$ cat src/rtl/prog_loader.sv
// prog_loader: byte-stream loader for text/data memories; holds cpu in reset.
// Optional per-record checksum when CHECKSUM_EN is defined.
//
// Ports:
//   clk, reset (sync, active-low)
//   in_data/in_valid/in_ready : byte stream handshake
//   mem_we/mem_seg/mem_addr/mem_wdata : memory write port
//   proc_reset : processor reset, load_done : loaded + released
//   load_err : sticky checksum error (tied 0 without CHECKSUM_EN)
module prog_loader #(
  parameter int ADDR_W      = 16,
  parameter int RELEASE_DLY = 4
) (
  input  logic              clk,
  input  logic              reset,
  input  logic [7:0]        in_data,
  input  logic              in_valid,
  output logic              in_ready,
  output logic              mem_we,
  output logic              mem_seg,
  output logic [ADDR_W-1:0] mem_addr,
  output logic [15:0]       mem_wdata,
  output logic              proc_reset,
  output logic              load_done,
  output logic              load_err
);

  localparam int DW = (RELEASE_DLY > 1) ? $clog2(RELEASE_DLY) : 1;

  typedef enum logic [2:0] {
    ST_HDR_HI,
    ST_HDR_LO,
    ST_ADDR_HI,
    ST_ADDR_LO,
    ST_DATA_HI,
    ST_DATA_LO,
    ST_RELEASE
`ifdef CHECKSUM_EN
    , ST_CHK
`endif
  } state_t;

  state_t state_q, state_d;

  logic [14:0]       cnt_q, cnt_d;
  logic [7:0]        hi_q, hi_d;
  logic              seg_q, seg_d;
  logic [ADDR_W-1:0] addr_q, addr_d;
  logic [DW-1:0]     dly_q, dly_d;

  logic              in_ready_q, in_ready_d;
  logic              mem_we_q, mem_we_d;
  logic              mem_seg_q, mem_seg_d;
  logic [ADDR_W-1:0] mem_addr_q, mem_addr_d;
  logic [15:0]       mem_wdata_q, mem_wdata_d;
  logic              proc_reset_q, proc_reset_d;
  logic              load_done_q, load_done_d;

  logic              xfer;
  logic              err_now;
  state_t            after_data;

`ifdef CHECKSUM_EN
  logic [7:0] sum_q, sum_d;
  logic [7:0] chk_sum;
  logic       err_q, err_d;

  assign chk_sum    = sum_q + in_data;
  assign err_now    = err_q;
  assign after_data = ST_CHK;
`else
  assign err_now    = 1'b0;
  assign after_data = ST_HDR_HI;
`endif

  assign xfer = in_valid && in_ready_q;

  always_comb begin
    state_d      = state_q;
    cnt_d        = cnt_q;
    hi_d         = hi_q;
    seg_d        = seg_q;
    addr_d       = addr_q;
    dly_d        = dly_q;
    mem_we_d     = 1'b0;
    mem_seg_d    = mem_seg_q;
    mem_addr_d   = mem_addr_q;
    mem_wdata_d  = mem_wdata_q;
    proc_reset_d = proc_reset_q;
    load_done_d  = load_done_q;
`ifdef CHECKSUM_EN
    sum_d        = sum_q;
    err_d        = err_q;
`endif
    unique case (state_q)
      ST_HDR_HI: if (xfer) begin
        seg_d   = in_data[7];
        cnt_d   = {in_data[6:0], cnt_q[7:0]};
        state_d = ST_HDR_LO;
`ifdef CHECKSUM_EN
        sum_d   = 8'h00;
`endif
        // any header after release starts a reload
        if (load_done_q) begin
          proc_reset_d = 1'b1;
          load_done_d  = 1'b0;
        end
      end
      ST_HDR_LO: if (xfer) begin
        cnt_d = {cnt_q[14:8], in_data};
        if ({cnt_q[14:8], in_data} == 15'd0) begin
          state_d = ST_RELEASE;
          dly_d   = DW'(RELEASE_DLY - 1);
        end else begin
          state_d = ST_ADDR_HI;
        end
      end
      ST_ADDR_HI: if (xfer) begin
        hi_d    = in_data;
        state_d = ST_ADDR_LO;
      end
      ST_ADDR_LO: if (xfer) begin
        addr_d  = ADDR_W'({hi_q, in_data});
        state_d = ST_DATA_HI;
      end
      ST_DATA_HI: if (xfer) begin
        hi_d    = in_data;
        state_d = ST_DATA_LO;
`ifdef CHECKSUM_EN
        sum_d   = chk_sum;
`endif
      end
      ST_DATA_LO: if (xfer) begin
        mem_we_d    = 1'b1;
        mem_seg_d   = seg_q;
        mem_addr_d  = addr_q;
        mem_wdata_d = {hi_q, in_data};
        addr_d      = addr_q + ADDR_W'(1);
        cnt_d       = cnt_q - 15'd1;
        state_d     = (cnt_q == 15'd1) ? after_data : ST_DATA_HI;
`ifdef CHECKSUM_EN
        sum_d       = chk_sum;
`endif
      end
`ifdef CHECKSUM_EN
      ST_CHK: if (xfer) begin
        if (chk_sum != 8'h00) err_d = 1'b1;
        state_d = ST_HDR_HI;
      end
`endif
      ST_RELEASE: begin
        if (dly_q == '0) begin
          state_d      = ST_HDR_HI;
          proc_reset_d = err_now;
          load_done_d  = 1'b1;
        end else begin
          dly_d = dly_q - DW'(1);
        end
      end
      default: state_d = ST_HDR_HI;
    endcase
  end

  assign in_ready_d = (state_d != ST_RELEASE);

  always_ff @(posedge clk) begin
    if (!reset) begin
      state_q      <= ST_HDR_HI;
      cnt_q        <= '0;
      hi_q         <= '0;
      seg_q        <= 1'b0;
      addr_q       <= '0;
      dly_q        <= '0;
      in_ready_q   <= 1'b0;
      mem_we_q     <= 1'b0;
      mem_seg_q    <= 1'b0;
      mem_addr_q   <= '0;
      mem_wdata_q  <= '0;
      proc_reset_q <= 1'b1;
      load_done_q  <= 1'b0;
    end else begin
      state_q      <= state_d;
      cnt_q        <= cnt_d;
      hi_q         <= hi_d;
      seg_q        <= seg_d;
      addr_q       <= addr_d;
      dly_q        <= dly_d;
      in_ready_q   <= in_ready_d;
      mem_we_q     <= mem_we_d;
      mem_seg_q    <= mem_seg_d;
      mem_addr_q   <= mem_addr_d;
      mem_wdata_q  <= mem_wdata_d;
      proc_reset_q <= proc_reset_d;
      load_done_q  <= load_done_d;
    end
  end

`ifdef CHECKSUM_EN
  always_ff @(posedge clk) begin
    if (!reset) begin
      sum_q <= '0;
      err_q <= 1'b0;
    end else begin
      sum_q <= sum_d;
      err_q <= err_d;
    end
  end
`endif

  assign in_ready   = in_ready_q;
  assign mem_we     = mem_we_q;
  assign mem_seg    = mem_seg_q;
  assign mem_addr   = mem_addr_q;
  assign mem_wdata  = mem_wdata_q;
  assign proc_reset = proc_reset_q;
  assign load_done  = load_done_q;
  assign load_err   = err_now;

endmodule

$ cat config.mk
export PLATFORM = sky130hd
export DESIGN_NAME = prog_loader
export DESIGN_NICKNAME = d
export VERILOG_FILES = /design/src/rtl/prog_loader.sv
export SDC_FILE = /design/constraint.sdc
export NUM_CORES = 1
export LEC_CHECK = 0
export ABC_AREA = 1
export ABC_CLOCK_PERIOD_IN_PS = 2300
export CAP_MARGIN = 5
export CORE_UTILIZATION = 60
export CTS_CLUSTER_DIAMETER = 80
export DETAILED_ROUTE_END_ITERATION = 7
export PLACE_DENSITY = 0.82
export SLEW_MARGIN = 25
export SYNTH_ARGS = -nofsm -noshare
export SYNTH_HDL_FRONTEND = slang
export SYNTH_SLANG_ARGS = --single-unit
$ cat constraint.sdc
create_clock -name clk -period 2.3 [get_ports clk]
set_input_delay 0.46 -clock clk [delete_from_list [all_inputs] [get_ports clk]]
set_output_delay 0.46 -clock clk [all_outputs]
set_load 0.02 [all_outputs]
== After elaboration in Yosys (flattened, before gate mapping) ==
Index checks and enable logic that the tools add are counted.
Operators by class
  equality and inequality tests: 16
  mux-type cells: 29
  bitwise gates (word level): 2
  reduce and logical (&&, ||, !) cells: 20
  add/subtract/negate cells: 3
Operators by type and width (number)
  case mux 15 bit (3 select lines): 1
  two-way mux 16 bit: 2
  case mux 16 bit (2 select lines): 1
  two-way mux 15 bit: 2
  two-way mux 3 bit: 9
  case mux 3 bit (7 select lines): 1
  adder 16 x 1 -> 16 bit (second input constant): 1
  inequality test 2 bit (second input constant): 8
  AND reduction 4 bit: 4
  == test 15 x 1 -> 1 bit (second input constant): 1
  logical NOT 15 bit: 1
  subtractor 15 x 1 -> 15 bit (second input constant): 1
  nonzero test 2 bit: 5
  == test 3 bit (second input constant): 3
  two-way mux 8 bit: 1
  AND reduction 2 bit: 4
  == test 3 x 2 -> 1 bit (second input constant): 2
  two-way mux 1 bit: 6
  two-way mux 2 bit: 3
  AND reduction 3 bit: 2
  case mux 1 bit (2 select lines): 2
  case mux 2 bit (2 select lines): 1
  == test 3 x 1 -> 1 bit (second input constant): 1
  logical NOT 3 bit: 1
  other kinds (6): 7
Storage, ports and cells
  bits in registers: 82
  input port bits: 11

== Depth between registers and ports, before layout ==
  word-level depth: 5
  depth in mapped cells: 10
  gate-level depth less buffers: 10

== Worst setup path before layout ==
Ideal clock, no wire load.
  path kind: reg2reg
  from: register in_ready_q, in the netlist in_ready
  to: register cnt_q[0]
  path buffers: 1
  data arrival time: 1.319 ns
  period minus slack after synthesis: 1.434 ns
  cell stages (with the launch flop): 9
  path slack: 0.866 ns
  cells stage by stage: dfxtp_1 > nand2_1 > nor2_2 > inv_2 > nor2_4 > inv_2 > buf_2 > o21ai_0 > inv_1
On the way
  longest elaborated chain between the ends: 3
RTL lines
  start, declared: RTL line 51  | logic in_ready_q, in_ready_d;
  start signal, assigned: RTL line 188  | in_ready_q <= in_ready_d;
  logical AND 1 bit *: RTL line 76  | assign xfer = in_valid && in_ready_q;
  inequality test 2 bit (no line)
  AND reduction 4 bit (no line) *
  end signal, assigned: RTL line 183  | cnt_q <= cnt_d;
  end, declared: RTL line 45  | logic [14:0] cnt_q, cnt_d;
Every way passes the cells marked *; elsewhere a longest branch is shown, timed or not.
A chain may end at the register's enable or synchronous reset.

== Worst setup path after layout ==
  from: input in_valid
  to: register addr_q[10]
On the way
  longest elaborated chain between the ends: 3
RTL lines
  start, declared: RTL line 17  | input logic in_valid,
  logical AND 1 bit *: RTL line 76
  inequality test 2 bit (no line)
  AND reduction 3 bit (no line) *
  end signal, assigned: RTL line 186  | addr_q <= addr_d;
  end, declared: RTL line 48  | logic [ADDR_W-1:0] addr_q, addr_d;
Marked as above.

==> results_dict.tcl <==
set metrics [dict create \
    maxCapViolCount 0 \
    clock_skew_ps 13.8 \
    nets 647 \
    required_ps 2500 \
    timing.final.crit_share_pct 79.7 \
    p_per_area_mw_per_mm2 586 \
    ant_nets 0 \
    antenna_cells 0 \
    path_max_fanout 10 \
    ys_top_cells_by_area "dfxtp_1, a21oi_1, o21ai_0, nand2_1, nor2_1" \
    post_cts_resized 0 \
    yosys.area.top_type "dfxtp_1" \
    finalCriticalPeriod_ps 1830 \
    netlist_area_sq_mm 0.00414 \
    hpwlAfterDp_mm 7.54 \
    dieArea_sq_mm 0.00723 \
    ios 49 \
    grt_max_degree 60 \
    ys_types 36 \
    finalSetupViolations 0 \
    hold_viol 0 \
    syn_to_final_growth_pct 15.9 \
    fill_cells 538 \
    fin_tns_setup_ps 0 \
    cts_setup_buffers 0 \
    cts_tree "done" \
    arrival_ps 2040 \
    path_buf_inv 3 \
    die-height_um 85.1 \
    avgSynthCellArea_sq_um 6.98 \
    ys_seq_area_share_pct 39.7 \
    cts_max_level 3 \
    max_freq_mhz 545 \
    slew_headroom_pct 44.0 \
    hp-class "reg -> reg" \
    cp-end-kind "flop" \
    hold_ws_ps 463 \
    start_util_pct 63.7 \
    drt_iter0_markers 290 \
    gp_congestion 0.955 \
    grt_usage_pct 31.5 \
    slowest_delay_ps 470 \
    max-clock-path-buffers 2 \
    syn_inst 593 \
    clkTransAtPathRegs_ps 90 \
    synth_most_common_cell "nand2_1" \
    post-place-ws_ps 135 \
    cts_hold_buf 0 \
    via_count 4060 \
    yosysTopAreaCellShare_pct 39.7 \
    p_leak_nw 1.93 \
    crit_family "buffers and inverters" \
    worst_pin_slew_ps 840 \
    grt_pass1_wl_mm 17.9 \
    cts.sinks 82 \
    critPathKind "in -> reg" \
    async_flop_share_pct 0 \
    drive_gt1_share_pct 7.69 \
    rows 29 \
    totalWireLength_mm 10.6 \
    vdd_drop_max_v 0.000423 \
    antenna_found_initial 0 \
    core-area_sq_mm 0.00649 \
    synthFlopType "dfxtp_1" \
    synth_common_cells "nand2_1, dfxtp_1, a21oi_1, o21ai_0, nor2_1" \
    power_mw 2.81 \
    chipWidth_um 85.1 \
    drc_errors 0 \
    crit_top_cell "nand2_1" \
    io_buffers 47 \
    ys_ff_latch 82 \
    cts_root_buf "clkbuf_8" \
    clkLatencyLatePin_ps 360 \
    status "complete, no violations" \
    ys_warn_count 0 \
    cts_made_buffers 9 \
    drt-wirelength-per-cell_um 14.9 \
    syn-num-nets 608 \
    grt_pass1_vias 3784 \
    cp_slowest_cell "clkdlybuf4s50_1" \
    cp_cell_sequence "clkdlybuf4s50_1 -> nand2_1 -> nor2_2 -> inv_2 -> o21ai_4 -> buf_4 -> nand2_1 -> nand2_1 -> a21oi_1" \
    maxSlewViolCount 0 \
    grt_remaining_overflow 0 \
    viasPerCell 5.69 \
    first_pass_iters 6 \
    grt_setup_unrepaired "no" \
    synth_edf_count 0 \
    start_kind "input port" \
    setup_slack_ps 466 \
]
area by class of cell:
class | count | area (sq um) | area share (%)
Clock inverter | 5 | 62.6 | 1.30
Timing Repair Buffer | 54 | 536 | 11.2
Tap cell | 77 | 96.3 | 2.01
Multi-Input combinational cell | 413 | 2040 | 42.6
Inverter | 72 | 275 | 5.74
Clock buffer | 11 | 141 | 2.95
Sequential cell | 82 | 1640 | 34.2
metrics by stage:
| stage | util, % | instance area, sq um | std cells |
|---|---|---|---|
| after floorplan | - | 4140 | 593 |
| after global placement | 70.7 | 4590 | 698 |
| after detailed placement | 70.7 | 4590 | 698 |
| after CTS | 73.9 | 4800 | 714 |
| after global routing | 73.9 | 4800 | 714 |
| final | 73.9 | 4800 | 714 |
metal layers:
layer / track usage, % / share of wire, % / routed length [um] / vias up
met1: 39.3 / 41 / 4400 / 1862
met3: 5.06 / 6.1 / 653 / 34
li1: - / - / - / 2016
met2: 51.9 / 49 / 5210 / 148
met5: 0 / 0 / 0 / -
met4: 17.6 / 3.6 / 381 / 0
layout by cell type (no fill, tap or decap), drive strengths merged, types with 2 or more instances in the layout:
cell type,netlist,final
a31oi,2,2
ha,4,4
a211oi,2,2
a21oi,82,82
nand2,109,109
clkinvlp,0,2
nand4,6,6
clkbuf,9,11
clkdlybuf4s50,0,47
nand3,34,34
o22ai,3,3
nor2,73,73
xor2,2,2
buf,17,7
o21ai,89,89
nor3,2,2
inv,72,73
dfxtp,82,82
kinds of logic after synthesis:
group | Yosys count | share of synthesized area, %
fa+ha+maj | 4 | 1.21
xor+xnor | 2 | 0.423
compound gates | 181 | 22.9
flops | 82 | 39.7
other cells | 1 | 0.0906
simple gates | 225 | 24.8
buf+inv | 98 | 10.9
state kept, by name (all words and copies together) (netlist names):
register    count
load_done       1
cnt_q          15
mem_wdata      16
mem_addr       16
in_ready        1
dly_q           2
mem_we          1
proc_reset      1
mem_seg         1
hi_q            8
seg_q           1
addr_q         16
state_q         3
power breakdown:
part	total [mW]	internal, mW	switching (mW)
sequential	1.46	1.44	0.0204
combinational	0.261	0.0858	0.175
clock	1.09	0.538	0.555
tightest hold or removal path, cell delays in order, from the launching register on:
cell,delay [ps]
dfxtp_1,300
inv_1,60
a21oi_1,60
worst paths after layout:
check	startpoint	endpoint	slack, ps	depth (start not counted)
worst max-delay path	in_valid	addr_q[10]	470	9
worst min-delay path	seg_q	mem_seg	460	2
worst max register to register	state_q[1]	addr_q[5]	540	9
worst min register to register	seg_q	mem_seg	460	2
Power figures use the tool's default switching activity.
